### src/rtl/control_pipe.sv
// control_pipe: D-stage instruction decode feeding X/M/W control registers,
// with BEQ/BNE resolution in X and a multi-cycle MULT sequencer.
package control_pipe_pkg;
    typedef enum logic [3:0] {
        ALU_ADD = 4'd0, ALU_SUB, ALU_AND, ALU_OR, ALU_XOR,
        ALU_SLT, ALU_SLL, ALU_SRL, ALU_SRA, ALU_MUL
    } t_alu_opcode;

    typedef enum logic [4:0] {
        NEM_ZERO = 5'd0, NEM_ADD, NEM_SUB, NEM_AND, NEM_OR, NEM_XOR, NEM_SLT,
        NEM_SLL, NEM_SRL, NEM_SRA, NEM_MULT, NEM_ADDI, NEM_ADDIU, NEM_BEQ,
        NEM_BNE, NEM_LW, NEM_SW, NEM_J
    } t_instr_pnmen;

    typedef struct packed {
        logic         reg_dst;
        logic         alu_src;
        logic         imm;
        t_alu_opcode  alu;
        logic         mem_read;
        logic         mem_write;
        logic         reg_write;
        logic         mem_to_reg;
        logic         br_eq;
        logic         br_ne;
        logic         is_mult;
        t_instr_pnmen pnem;
    } t_ctl_x;

    typedef struct packed {
        logic         mem_read;
        logic         mem_write;
        logic         reg_write;
        logic         mem_to_reg;
        t_instr_pnmen pnem;
    } t_ctl_m;

    typedef struct packed {
        logic         reg_write;
        logic         mem_to_reg;
        t_instr_pnmen pnem;
    } t_ctl_w;
endpackage

module control_pipe
    import control_pipe_pkg::*;
#(
    parameter int DATA_W     = 32,
    parameter int MUL_CYCLES = 4,
    parameter int CNT_W      = $clog2(MUL_CYCLES + 1)
) (
    input  logic              clk,
    input  logic              rst,
    input  logic [DATA_W-1:0] instr_D,
    input  logic              stall_D,
    input  logic              zero_X,
    output logic              RegDst_X,
    output logic              ALUSrc_X,
    output logic              Imm_X,
    output t_alu_opcode       alu_control_X,
    output logic              mdu_start_X,
    output logic              MemRead_M,
    output logic              MemWrite_M,
    output logic              RegWrite_M,
    output logic              RegWrite_W,
    output logic              MemToReg_W,
    output logic              Jump_D,
    output logic              branch_taken_X,
    output logic              flush_D,
    output logic              stall_F,
    output logic              mul_busy,
    output t_instr_pnmen      instr_pnem_X,
    output t_instr_pnmen      instr_pnem_M,
    output t_instr_pnmen      instr_pnem_W
);
    typedef enum logic {MUL_IDLE, MUL_BUSY} t_mul_state;

    t_ctl_x     dec_d, ctl_x;
    t_ctl_m     ctl_m;
    t_ctl_w     ctl_w;
    logic       x_new, load_x, r_ok;
    logic [5:0] opcode, funct;
    t_mul_state mul_state, mul_state_nxt;
    logic [CNT_W-1:0] cnt, cnt_nxt;

    always_comb begin
        dec_d  = '0;
        Jump_D = 1'b0;
        r_ok   = 1'b0;
        opcode = instr_D[DATA_W-1 -: 6];
        funct  = instr_D[5:0];
        if (instr_D != '0) begin
            case (opcode)
                6'h00: begin
                    r_ok = 1'b1;
                    case (funct)
                        6'h20: begin dec_d.alu = ALU_ADD; dec_d.pnem = NEM_ADD; end
                        6'h22: begin dec_d.alu = ALU_SUB; dec_d.pnem = NEM_SUB; end
                        6'h24: begin dec_d.alu = ALU_AND; dec_d.pnem = NEM_AND; end
                        6'h25: begin dec_d.alu = ALU_OR;  dec_d.pnem = NEM_OR;  end
                        6'h26: begin dec_d.alu = ALU_XOR; dec_d.pnem = NEM_XOR; end
                        6'h2A: begin dec_d.alu = ALU_SLT; dec_d.pnem = NEM_SLT; end
                        6'h00: begin dec_d.alu = ALU_SLL; dec_d.pnem = NEM_SLL; end
                        6'h02: begin dec_d.alu = ALU_SRL; dec_d.pnem = NEM_SRL; end
                        6'h03: begin dec_d.alu = ALU_SRA; dec_d.pnem = NEM_SRA; end
                        6'h18: begin
                            // MULT results go to the MDU, not the register file
                            dec_d.alu     = ALU_MUL;
                            dec_d.pnem    = NEM_MULT;
                            dec_d.is_mult = 1'b1;
                            r_ok          = 1'b0;
                        end
                        default: r_ok = 1'b0;
                    endcase
                    dec_d.reg_dst   = r_ok;
                    dec_d.reg_write = r_ok;
                end
                6'h08, 6'h09: begin
                    dec_d.alu_src   = 1'b1;
                    dec_d.imm       = 1'b1;
                    dec_d.reg_write = 1'b1;
                    dec_d.pnem      = (opcode == 6'h08) ? NEM_ADDI : NEM_ADDIU;
                end
                6'h04: begin dec_d.alu = ALU_SUB; dec_d.br_eq = 1'b1; dec_d.pnem = NEM_BEQ; end
                6'h05: begin dec_d.alu = ALU_SUB; dec_d.br_ne = 1'b1; dec_d.pnem = NEM_BNE; end
                6'h23: begin
                    dec_d.alu_src    = 1'b1;
                    dec_d.mem_read   = 1'b1;
                    dec_d.reg_write  = 1'b1;
                    dec_d.mem_to_reg = 1'b1;
                    dec_d.pnem       = NEM_LW;
                end
                6'h2B: begin
                    dec_d.alu_src   = 1'b1;
                    dec_d.mem_write = 1'b1;
                    dec_d.pnem      = NEM_SW;
                end
                6'h02: begin Jump_D = 1'b1; dec_d.pnem = NEM_J; end
                default: ;
            endcase
        end
    end

    assign branch_taken_X = (ctl_x.br_eq & zero_X) | (ctl_x.br_ne & ~zero_X);
    assign flush_D        = branch_taken_X;
    assign mul_busy       = (mul_state == MUL_BUSY);
    assign stall_F        = stall_D | mul_busy;
    assign load_x         = ~flush_D & ~mul_busy & ~stall_D;

    always_comb begin
        mul_state_nxt = mul_state;
        cnt_nxt       = cnt;
        case (mul_state)
            MUL_IDLE: begin
                if (load_x && dec_d.is_mult && (MUL_CYCLES > 1)) begin
                    mul_state_nxt = MUL_BUSY;
                    cnt_nxt       = CNT_W'(MUL_CYCLES - 1);
                end
            end
            MUL_BUSY: begin
                if (cnt == CNT_W'(1)) begin
                    mul_state_nxt = MUL_IDLE;
                    cnt_nxt       = '0;
                end else begin
                    cnt_nxt = cnt - CNT_W'(1);
                end
            end
            default: ;
        endcase
    end

    always_ff @(posedge clk or negedge rst) begin
        if (!rst) begin
            mul_state <= MUL_IDLE;
            cnt       <= '0;
        end else begin
            mul_state <= mul_state_nxt;
            cnt       <= cnt_nxt;
        end
    end

    // x_new marks the first cycle an instruction sits in X, so a held MULT pulses start once
    always_ff @(posedge clk or negedge rst) begin
        if (!rst) begin
            ctl_x <= '0;
            ctl_m <= '0;
            ctl_w <= '0;
            x_new <= 1'b0;
        end else begin
            if (flush_D) begin
                ctl_x <= '0;
            end else if (!mul_busy) begin
                if (stall_D) ctl_x <= '0;
                else         ctl_x <= dec_d;
            end
            x_new <= ~mul_busy;
            if (mul_busy) begin
                ctl_m <= '0;
            end else begin
                ctl_m <= '{mem_read: ctl_x.mem_read, mem_write: ctl_x.mem_write,
                           reg_write: ctl_x.reg_write, mem_to_reg: ctl_x.mem_to_reg,
                           pnem: ctl_x.pnem};
            end
            ctl_w <= '{reg_write: ctl_m.reg_write, mem_to_reg: ctl_m.mem_to_reg,
                       pnem: ctl_m.pnem};
        end
    end

    assign RegDst_X      = ctl_x.reg_dst;
    assign ALUSrc_X      = ctl_x.alu_src;
    assign Imm_X         = ctl_x.imm;
    assign alu_control_X = ctl_x.alu;
    assign mdu_start_X   = ctl_x.is_mult & x_new;
    assign instr_pnem_X  = ctl_x.pnem;
    assign MemRead_M     = ctl_m.mem_read;
    assign MemWrite_M    = ctl_m.mem_write;
    assign RegWrite_M    = ctl_m.reg_write;
    assign instr_pnem_M  = ctl_m.pnem;
    assign RegWrite_W    = ctl_w.reg_write;
    assign MemToReg_W    = ctl_w.mem_to_reg;
    assign instr_pnem_W  = ctl_w.pnem;
endmodule

### config.mk
export PLATFORM = sky130hd
export DESIGN_NAME = control_pipe
export DESIGN_NICKNAME = d
export VERILOG_FILES = /design/src/rtl/control_pipe.sv
export SDC_FILE = /design/constraint.sdc
export NUM_CORES = 1
export LEC_CHECK = 0
export CORE_MARGIN = 4
export CORE_UTILIZATION = 46
export CTS_CLUSTER_SIZE = 28
export DETAILED_ROUTE_END_ITERATION = 10
export PLACE_DENSITY = 0.83
export SLEW_MARGIN = 20
export SYNTH_ARGS = -nofsm -noshare
export SYNTH_HDL_FRONTEND = slang
export SYNTH_SLANG_ARGS = --single-unit
### constraint.sdc
create_clock -name clk -period 2.3 [get_ports clk]
set_clock_uncertainty 0.2 [all_clocks]
set_input_delay 0.46 -clock clk [delete_from_list [all_inputs] [get_ports clk]]
set_output_delay 0.46 -clock clk [all_outputs]
set_load 0.05 [all_outputs]
# Word-level counts from Yosys, hierarchy flattened
# Index checks and enable logic that the tools add are counted.
[op_classes]
add_sub_neg = 1
n_mul = 0
div_mod_pow = 0
magnitude_cmp = 0
n_eq_ne = 19
n_shift = 0
muxes = 29
bitwise = 11
n_reduce_logical = 9
[ops]
columns = ["op", "n"]
rows = [
  ["two-way mux 19 bit", 4],
  ["== test 6 bit, second input constant", 8],
  ["one-hot mux 4 bit (10 select lines)", 1],
  ["one-hot mux 4 bit (9 select lines)", 1],
  ["one-hot mux 5 bit (7 select lines)", 1],
  ["nonzero test 32 bit", 1],
  ["== test 6 x 2 -> 1 bit, second input constant", 3],
  ["two-way mux 1 bit", 14],
  ["== test 6 x 3 -> 1 bit, second input constant", 2],
  ["== test 6 x 4 -> 1 bit, second input constant", 2],
  ["zero test 6 bit", 2],
  ["two-way mux 3 bit", 3],
  ["two-way mux 9 bit", 1],
  ["OR reduction 9 bit", 1],
  ["one-hot mux 4 bit (2 select lines)", 1],
  ["== test 6 x 5 -> 1 bit, second input constant", 1],
  ["one-hot mux 3 bit (2 select lines)", 1],
  ["AND 1 bit", 5],
  ["NOT 1 bit", 4],
  ["one-hot mux 1 bit (2 select lines)", 2],
  ["OR reduction 2 bit", 2],
  ["OR reduction 4 bit", 1],
  ["== test 3 x 1 -> 1 bit, second input constant", 1],
  ["OR reduction 3 bit", 1],
  ["other kinds (5)", 6],
]
[totals]
reg_bits = 40
latchBits = 0
mem_bits_rw = 0
mem_bits_ro = 0
input_bits = 36
out_inout_bits = 33
elab_cells = 92
memories = 0

# Depth between registers and ports, before layout
[depth]
word_depth = 9
depth_mapped = 6
mapped_depth_nobuf = 5

# Least setup slack after synthesis
# No wires, ideal clock.
[synth_path]
kind = "reg2reg"
start = "register mul_state (netlist: mul_busy)"
end = "register cnt[2]"
t_arrival_ps = 2165
t_required_ps = 1980
setup_slack_ps = -186
stages_incl_launch_ff = 6
path_buffers = 0
period_less_slack_ps = 2486
path_cell_list = "dfrtp_1 > or2_1 > nor2_4 > o2111ai_2 > or4b_4 > a21boi_1"
[synth_via]
elab_chain_cells = 5
[synth_lines]
columns = ["item", "line_no", "source"]
rows = [
  ["start, declared", "83", "t_mul_state mul_state, mul_state_nxt;"],
  ["start signal, assigned", "177", "mul_state <= mul_state_nxt;"],
  ["NOT 1 bit", "n/a", ""],
  ["AND 1 bit (2 in series)", "148", "assign load_x = ~flush_D & ~mul_busy & ~stall_D;"],
  ["logical AND 1 bit", "155", "if (load_x && dec_d.is_mult && (MUL_CYCLES > 1)) begin"],
  ["inequality test 2 x 1 -> 1 bit (no source line)", "n/a", ""],
  ["end signal, assigned", "178", "cnt <= cnt_nxt;"],
  ["end, declared", "84", "logic [CNT_W-1:0] cnt, cnt_nxt;"],
]
# Several ways; a longest one is shown, not always the timed one.
# A chain may end at the register's enable or synchronous reset.

# Worst setup path in the final report
[layout_path]
start = "input port zero_X"
end = "register cnt[2]"
[layout_via]
elab_chain_cells = 8
[layout_lines]
columns = ["item", "line_no", "source"]
rows = [
  ["start, declared", "56", "input logic zero_X,"],
  ["NOT 1 bit", "144", "assign branch_taken_X = (ctl_x.br_eq & zero_X) | (ctl_x.br_ne & ~zero_X);"],
  ["AND 1 bit", "144", ""],
  ["OR 1 bit *", "144", ""],
  ["NOT 1 bit *", "148", ""],
  ["AND 1 bit * (2 in series)", "148", ""],
  ["logical AND 1 bit *", "155", ""],
  ["inequality test 2 x 1 -> 1 bit (no source line) *", "n/a", ""],
]
# Mark *: on every way between the ends. The rest lies on a longest branch, timed or not.

==> run metrics <==
Syn-to-layout area delta=51.9%; Placer Congestion=0.864; top post-synthesis cells by count=dfrtp_1 (38), nand2_1 (22), nor2_1 (18); Clock power frac=0.359; Tightest Pin Transition=810 ps; Fin. Hold Viols=0; residual DRC count=0; slew margin rel.=0.460; Synth area leaders=dfrtp_1 (46%), nand2_1 (4.0%), buf_4 (3.6%); DR iter-0 viols=79; leakage=0.00140 uW; status=completed; placed cell area=3010 um^2; die outline width=75.2 um; final std cells w/o fill=366; post-synth top area share=0.458; most common cell in the netlist=dfrtp_1; Pins Over Slew Limit=0; Post-Syn Instances=221; Core Box Area=4350 um^2; H-tree Lvls=2; crit-path max FO=4; proportion of layout cells with a drive suffix above 1=0.217; CTS sink cnt=38; pin count of the biggest net entering global routing=39; Starting Density=0.477; flop2flop setup slack=330 ps; R2R Path End=cnt[2]$_DFFE_PN0P_; CTS tree=built; Top FF cell, synth=dfrtp_1; Die ar.=5660 um^2; Int Power=1160 uW; Pwr Density=494 nW/um^2; # diodes=0; die height=75.2 um; DP Worst Slack=-308 ps; DR WL/cell=14.7 um; switching power=399 uW; fill count=344; leading area contributor after synthesis=dfrtp_1; YS warnings=0; Root Buffer=clkbuf_8; GRT Util Overall=0.198; Yosys reg bits=38; port bufs=68; EDFF count, synth=0; Design Power=1560 uW; ys async rst share=1.00; final instance area=3160 um^2; fin crit period=2270 ps; antenna violations before repair=0; CP arrival=2250 ps; Hold Crit Class=primary input to asynchronous set/reset pin; Worst setup EP type=flip-flop; num rows=24; via count=2050; Mapped Area=2080 um^2; RSZ-0062 raised after global routing=yes; Post-Syn Nets=259; Crit Path Category=primary input to flip-flop; Worst VDD drop=0.289 mV; clock latency on the worst-skew pair=290 ps; worst r2r src=ctl_x[6]$_DFFE_PN0P_; Post-DRT Antenna Nets=0; worst setup margin=27.3 ps; Max Root-Sink Buffers=2; Fmax=440 MHz; Cell variety after synth=51; Worst Reg-to-Reg Cells=5; max-capacitance violation count=0; Final setup viols=0; Clk pin slew, worst setup/hold paths=80 ps; syn avg cell area=9.40 um^2; DRT Pass-1 Iters=4; vias in the first global route=1916; Detailed Place HPWL=4.21 mm; cts bufs inserted=5; total wire length=5.37 mm; Reg power frac=0.451; crit path launch type=primary input; Net Sw Frac=0.256; critical path required time=2280 ps; # nets final=351; first-pass GRT wire length=8.56 mm; Placed Cells=357; I/O pin cnt=69; Remaining Overflow, GRT=0; Vias/cell=5.60; combinational power share=0.190; Final Cycle Share=0.988; post-synthesis sequential area ratio=0.458
[flip-flops by register name (all words and copies together) (netlist names), 3 cells and up]
register	count
ctl_x	6
alu_control_X	4
instr_pnem_X	5
instr_pnem_W	5
instr_pnem_M	5
cnt	3
[kinds of logic (layout without fill, tap and decap cells)]
group	after synthesis	after routing	share of synthesized area
adders and majority gates	2	2	0.0120
AOI/OAI and AO/OA	57	57	0.204
buffers and inverters	32	125	0.0765
muxes	3	3	0.0169
and+or+nand+nor	87	87	0.225
DFF	38	38	0.458
xor gates and xnor gates	2	2	0.00843
[final cells by class]
type	count	area (um^2)	area share
Tap cell	52	65.1	0.0206
Clock buffer	5	68.8	0.0218
Sequential cell	38	951	0.301
Clock inverter	3	45.0	0.0143
Timing Repair Buffer	109	1010	0.319
Multi-Input combinational cell	151	988	0.313
Inverter	8	30.0	0.00951
[critical path, stage by stage]
cell and delay, ps:
clkdlybuf4s50_1 490, mux2_4 320, nor2_4 100, o2111ai_2 140
or4b_4 600, a21boi_1 140
[per-layer routing]
| layer | track usage | vias to the layer above | wire, um | part of all wire |
|---|---|---|---|---|
| met2 | 0.346 | 92 | 2720 | 0.51 |
| met5 | 0 | - | 0 | 0 |
| met3 | 0.0360 | 5 | 433 | 0.081 |
| li1 | - | 975 | - | - |
| met1 | 0.244 | 978 | 2160 | 0.40 |
| met4 | 0.0738 | 0 | 54 | 0.010 |
[metrics by stage]
| step | setup TNS, ps | hold slack [ps] | util |
|---|---|---|---|
| global route | -14.8 | 133 | 0.725 |
| global placement | -2360 | 155 | 0.690 |
| CTS | 0 | 83.9 | 0.718 |
| detailed placement | -3310 | 158 | 0.690 |
| finish | 0 | 54.9 | 0.725 |
| floorplan | 0 | -35.6 | - |
[repair_timing]
action	CTS	global route
hold buffers	0	0
endpoints found under the hold margin	0	0
buffers inserted	0	1
resized for setup	3	6
setup endpoints to repair	3	4
pin swaps	1	3
cloned	0	0
[worst max-delay path by stage]
| stage | cells past startpoint | startpoint | slack [ps] | end |
|---|---|---|---|---|
| after floorplan | 5 | mul_busy$_DFF_PN0_ | 4 | cnt[2]$_DFFE_PN0P_ |
| after global placement | 6 | zero_X | -270 | cnt[2]$_DFFE_PN0P_ |
| after detailed placement | 6 | zero_X | -310 | cnt[2]$_DFFE_PN0P_ |
| after CTS | 6 | instr_D[28] | 20 | Jump_D |
| after global routing | 6 | zero_X | -10 | cnt[2]$_DFFE_PN0P_ |
| final | 6 | zero_X | 30 | cnt[2]$_DFFE_PN0P_ |
[cells in the final DEF (no fill, tap or decap), types with 2 or more instances in the layout]
cell and instances:
a211oi_1 2, a21o_1 3, a21oi_1 8, a22o_1 8, a31oi_1 5, a32o_1 2
buf_12 2, buf_4 41, buf_6 3, clkbuf_8 5, clkdlybuf4s50_1 60, clkinvlp_4 2
dfrtp_1 38, ha_1 2, inv_1 6, inv_2 2, mux2i_1 2, nand2_1 22
nand2b_1 7, nand3_1 3, nor2_1 18, nor2b_1 9, nor3_1 4, nor3_2 2
nor4_1 10, o21ai_0 8, o31ai_1 4, o32ai_1 2, o41ai_1 2, or3_1 2
[power by group through the flow]
stage	registers (uW)	logic [uW]	clock network, uW
after detailed placement	717	291	0
after floorplan	722	128	0
final	703	296	560
after global placement	716	283	0
after CTS	703	292	573
after global routing	706	327	598
No activity file was read; power rests on OpenSTA's default activity.
